$ cat config.mk
export PLATFORM = sky130hd
export DESIGN_NAME = iob_sync_fifo_asym_lvl
export DESIGN_NICKNAME = d
export VERILOG_FILES = /design/src/rtl/iob_sync_fifo_asym_lvl.sv
export SDC_FILE = /design/constraint.sdc
export NUM_CORES = 2
export LEC_CHECK = 0
export CORE_UTILIZATION = 50
export DETAILED_ROUTE_END_ITERATION = 8
export PLACE_DENSITY_LB_ADDON = 0.05
export SLEW_MARGIN = 25
export SYNTH_ARGS = -nofsm -noshare
export SYNTH_HDL_FRONTEND = slang
export SYNTH_SLANG_ARGS = --single-unit
$ cat constraint.sdc
create_clock -name clk -period 5.2 [get_ports clk]
set_input_delay 1.04 -clock clk [delete_from_list [all_inputs] [get_ports clk]]
set_output_delay 1.04 -clock clk [all_outputs]
set_load 0.01 [all_outputs]
$ cat src/rtl/iob_sync_fifo_asym_lvl.sv
// Single-clock FIFO with independent write/read widths, level reporting, threshold flags,
// sticky overflow/underflow and flush. Define IOB_SYNC_FIFO_ASYM_FWFT_EN for first-word-fall-through reads.
module iob_sync_fifo_asym_lvl #(
    parameter int W_DATA_W  = 8,
    parameter int R_DATA_W  = 32,
    parameter int ADDR_W    = 8,
    parameter int AFULL_TH  = 4,
    parameter int AEMPTY_TH = 1
) (
    input  logic                clk,
    input  logic                rst_n,
    input  logic                clr,
    input  logic                w_en,
    input  logic [W_DATA_W-1:0] w_data,
    output logic                w_full,
    output logic                w_afull,
    output logic [ADDR_W:0]     w_level,
    input  logic                r_en,
    output logic [R_DATA_W-1:0] r_data,
    output logic                r_empty,
    output logic                r_aempty,
    output logic [ADDR_W:0]     r_level,
    output logic                overflow,
    output logic                underflow
);
    localparam int MIN_W = (W_DATA_W < R_DATA_W) ? W_DATA_W : R_DATA_W;
    localparam int WR    = W_DATA_W / MIN_W;
    localparam int RR    = R_DATA_W / MIN_W;
    localparam int DEPTH = 2 ** ADDR_W;

    logic [MIN_W-1:0]    mem [DEPTH];
    logic [ADDR_W-1:0]   w_ptr;
    logic [ADDR_W-1:0]   r_ptr;
    logic [ADDR_W:0]     occ;
    logic [ADDR_W:0]     occ_nxt;
    logic                w_acc;
    logic                r_acc;
    logic [R_DATA_W-1:0] head_word;
    int                  occ_i;
    int                  w_words;
    int                  r_words;

    assign w_acc = w_en && !w_full && !clr;
    assign r_acc = r_en && !r_empty && !clr;

    // Flags and levels are registered from the occupancy the FIFO will have after this edge.
    always_comb begin
        occ_nxt = occ;
        if (clr) begin
            occ_nxt = '0;
        end else begin
            occ_nxt = occ + (w_acc ? (ADDR_W+1)'(WR) : '0) - (r_acc ? (ADDR_W+1)'(RR) : '0);
        end
        occ_i   = int'(occ_nxt);
        w_words = (DEPTH - occ_i) / WR;
        r_words = occ_i / RR;
    end

    always_ff @(posedge clk or negedge rst_n) begin
        if (!rst_n) begin
            w_ptr     <= '0;
            r_ptr     <= '0;
            occ       <= '0;
            w_full    <= 1'b0;
            w_afull   <= 1'b0;
            w_level   <= (ADDR_W+1)'(DEPTH / WR);
            r_empty   <= 1'b1;
            r_aempty  <= 1'b1;
            r_level   <= '0;
            overflow  <= 1'b0;
            underflow <= 1'b0;
        end else begin
            occ      <= occ_nxt;
            w_full   <= (DEPTH - occ_i) < WR;
            w_afull  <= w_words <= AFULL_TH;
            w_level  <= (ADDR_W+1)'(w_words);
            r_empty  <= occ_i < RR;
            r_aempty <= r_words <= AEMPTY_TH;
            r_level  <= (ADDR_W+1)'(r_words);
            if (clr) begin
                w_ptr     <= '0;
                r_ptr     <= '0;
                overflow  <= 1'b0;
                underflow <= 1'b0;
            end else begin
                if (w_acc)
                    w_ptr <= w_ptr + ADDR_W'(WR);
                if (r_acc)
                    r_ptr <= r_ptr + ADDR_W'(RR);
                if (w_en && w_full)
                    overflow <= 1'b1;
                if (r_en && r_empty)
                    underflow <= 1'b1;
            end
        end
    end

    // Pointer arithmetic is truncated to ADDR_W bits, so wide accesses straddle the wrap contiguously.
    always_ff @(posedge clk) begin
        if (w_acc) begin
            for (int i = 0; i < WR; i++)
                mem[w_ptr + ADDR_W'(i)] <= w_data[i*MIN_W +: MIN_W];
        end
    end

    always_comb begin
        head_word = '0;
        for (int i = 0; i < RR; i++)
            head_word[i*MIN_W +: MIN_W] = mem[r_ptr + ADDR_W'(i)];
    end

`ifdef IOB_SYNC_FIFO_ASYM_FWFT_EN
    assign r_data = r_empty ? '0 : head_word;
`else
    always_ff @(posedge clk or negedge rst_n) begin
        if (!rst_n)
            r_data <= '0;
        else if (clr)
            r_data <= '0;
        else if (r_acc)
            r_data <= head_word;
    end
`endif

endmodule
==> results.tsv <==
metric	value	unit
status	complete, no violations	
netlist_instances	3642	
ir_worst_vdd	0.342	mV
grt_max_degree	120	
r2r_cells	12	
drtIter0Drc	4243	
nets	3920	
cp_max_fo	6	
rows	148	
fp.dieW	407	µm
setup_viol	0	
antenna_found_initial	0	
grt_pass1_wl	286000	µm
hold_viol_final	0	
hold_path_class	primary input to asynchronous set/reset pin	
placed_area	86300	µm²
clk_pin_slew	0.06	ns
grt_setup_unrepaired	no	
endpoint_kind	flop	
synth_area_leaders	edfxtp_1, mux4_2, dfrtp_1	
grt_usage	0.240	
slew_headroom	0.296	
drc	0	
r2r_start	r_empty$_DFF_PN1_	
cts-root-buf	clkbuf_16	
worst_ep_arrival_time	4.43	ns
finClkSkew	0.0250	ns
yosysTopAreaCell	edfxtp_1	
path_class	primary input to flop	
ys_types	53	
grt-ovfl-total	0	
initial_core_util	0.504	
ff2ff_setup_slack	1.77	ns
insertion_delay	0.85	ns
fin_crit	3.75	ns
critPathBufInv	4	
first_pass_iters	5	
crit_path_top_delay_cell	mux2i_1	
cts_sinks	2117	
crit_family	compound AO/OA/AOI/OAI gates	
period_share	0.721	
synth-seq-cells	2117	
core	163000	µm²
syn_to_final_growth	13.3	%
async_flop_share	0.0326	
cts_tree	done	
tightest_slew	1.06	ns
cts_resized	0	
yosysWarnings	0	
leakage	28.4	nW
grt_pass1_vias	39700	
cap_violations	0	
cts_setup_buffers	0	
wl_per_cell	31.5	µm
crit_required	5.88	ns
cp-start-kind	primary input	
clockBufferDepth	3	
numCtsBuffers	209	
p_total	38.7	mW
timing.hold.ws	0.204	ns
timing.rr.end	w_full$_DFF_PN0_	
gp_congestion	0.830	
critPathMaxStageDelay	0.53	ns
insertedDiodeCount	0	
drt-total-wl	196000	µm
syn_avg_cell_area	22.6	µm²
cts.htree.levels	4	
drive_gt1_frac	0.289	
dieArea	166000	µm²
fmax	0.267	GHz
post-synth-top-area-fraction	0.748	
final-max-slew-violation-count	0	
vias	38100	
dp_hpwl	121000	µm
synth_commonest_cells	edfxtp_1, mux4_2, nor2_1, clkbuf_1, nand2_1	
ant_nets	0	
powerDensity	415	nW/µm²
portBuffers	66	
crit_top_cell	inv_1	
ys_seq_area_frac	0.769	
crit_chain	clkdlybuf4s50_1, nor3b_2, inv_1, ha_1, inv_1, ha_1, a211oi_1, mux2i_1, inv_1, nor2_1, o211ai_1, a211oi_1, o22ai_1	
viasPerCell	6.11	
ys.flop_type	edfxtp_1	
final.setup.tns	0	ns
syn_area	82200	µm²
die_h	407	µm
pin_count	69	
fin_area	93200	µm²
synth_most_common_cell	edfxtp_1	
holdBufCountCts	0	
synth-edff-count	2048	
-- worst reg2reg max path, cell delays in order (launching register included) --
cell,delay [ns]
dfstp_2,0.39
nor3b_2,0.19
inv_1,0.08
ha_1,0.32
inv_1,0.05
ha_1,0.17
a211oi_1,0.42
mux2i_1,0.53
inv_1,0.18
nor2_1,0.29
o211ai_1,0.18
a211oi_1,0.34
o22ai_1,0.14
-- how the worst max path moves through the flow --
stage	endpoint	cells past startpoint	from	slack (ns)
after CTS	w_afull$_DFF_PN0_	13	r_en	1.56
after global placement	w_full$_DFF_PN0_	13	r_en	0.72
after global routing	w_afull$_DFF_PN0_	13	r_en	1.16
final	w_full$_DFF_PN0_	13	r_en	1.45
after detailed placement	w_afull$_DFF_PN0_	13	r_en	0.66
after floorplan	w_afull$_DFF_PN0_	12	clr	0.98
-- power by group --
| group | internal, mW | switching, mW |
|---|---|---|
| logic | 2.17 | 2.43 |
| clock network | 8.66 | 6.41 |
| registers | 18.8 | 0.166 |
-- layer usage --
metal / share of wire / vias to the layer above / track usage / wire length (µm)
met5: 0 / - / 0 / 0
met2: 0.49 / 1360 / 0.386 / 96600
li1: - / 15800 / - / -
met4: 0.018 / 0 / 0.0536 / 3510
met3: 0.061 / 223 / 0.0392 / 12000
met1: 0.43 / 20800 / 0.351 / 84300
-- state kept, by name, summed over array words and instances, names as in the netlist --
register / count
w_level: 8
w_afull: 1
underflow: 1
overflow: 1
r_level: 1
r_ptr: 6
r_empty: 1
r_data: 32
w_full: 1
occ: 8
w_ptr: 8
r_aempty: 1
mem: 2048
-- stage by stage --
stage               instances  utilization  setup WS (ns)
floorplan                3643            -          0.984
finish                   6242        0.572           1.45
global route             6242        0.572           1.16
CTS                      6242        0.572           1.56
detailed placement       5854        0.530          0.664
global placement         5852        0.529          0.719
-- kinds of logic (layout without fill, tap and decap cells) --
kind of cell / Yosys count / after routing / share of synthesized area
AO/OA/AOI/OAI: 105 / 105 / 0.00864
XOR/XNOR: 20 / 20 / 0.00213
adder cells (fa/ha/maj): 17 / 17 / 0.00259
buffers and inverters: 241 / 665 / 0.0147
flip-flops: 2117 / 2117 / 0.769
multiplexers: 677 / 677 / 0.179
other: 1 / 2 / 0.0000456
AND/OR/NAND/NOR: 464 / 464 / 0.0237
-- final cells by class --
type                            instances  area [µm²]
Multi-Input combinational cell       1285       17800
Fill cell                           11700       69800
Tap cell                             2175        2720
Clock inverter                        131        1380
Clock buffer                          257        5490
Sequential cell                      2117       63200
Timing Repair Buffer                  253        2430
Inverter                               24        90.1
-- layout by cell type, fill, tap and decap left out, drive strengths merged, types with 3 or more instances in the layout --
cell	netlist	routed
nand3	29	29
mux2i	27	27
xnor2	11	11
mux4	633	633
nor3b	4	4
o21ai	25	25
edfxtp	2048	2048
bufinv	0	23
o211ai	9	9
o22ai	3	3
a211oi	6	6
a221oi	8	8
dfrtp	66	66
a22oi	18	18
inv	24	33
clkbuf	90	265
ha	17	17
nor3	8	8
nand2	73	73
nor2	293	293
a21oi	18	18
dfstp	3	3
mux2	17	17
buf	127	189
or3	3	3
nand4	9	9
or2	3	3
clkinvlp	0	7
and3	5	5
nor2b	22	22
and2	9	9
xor2	9	9
clkinv	0	92
clkdlybuf4s50	0	56
No activity file was read; power rests on OpenSTA's default activity.
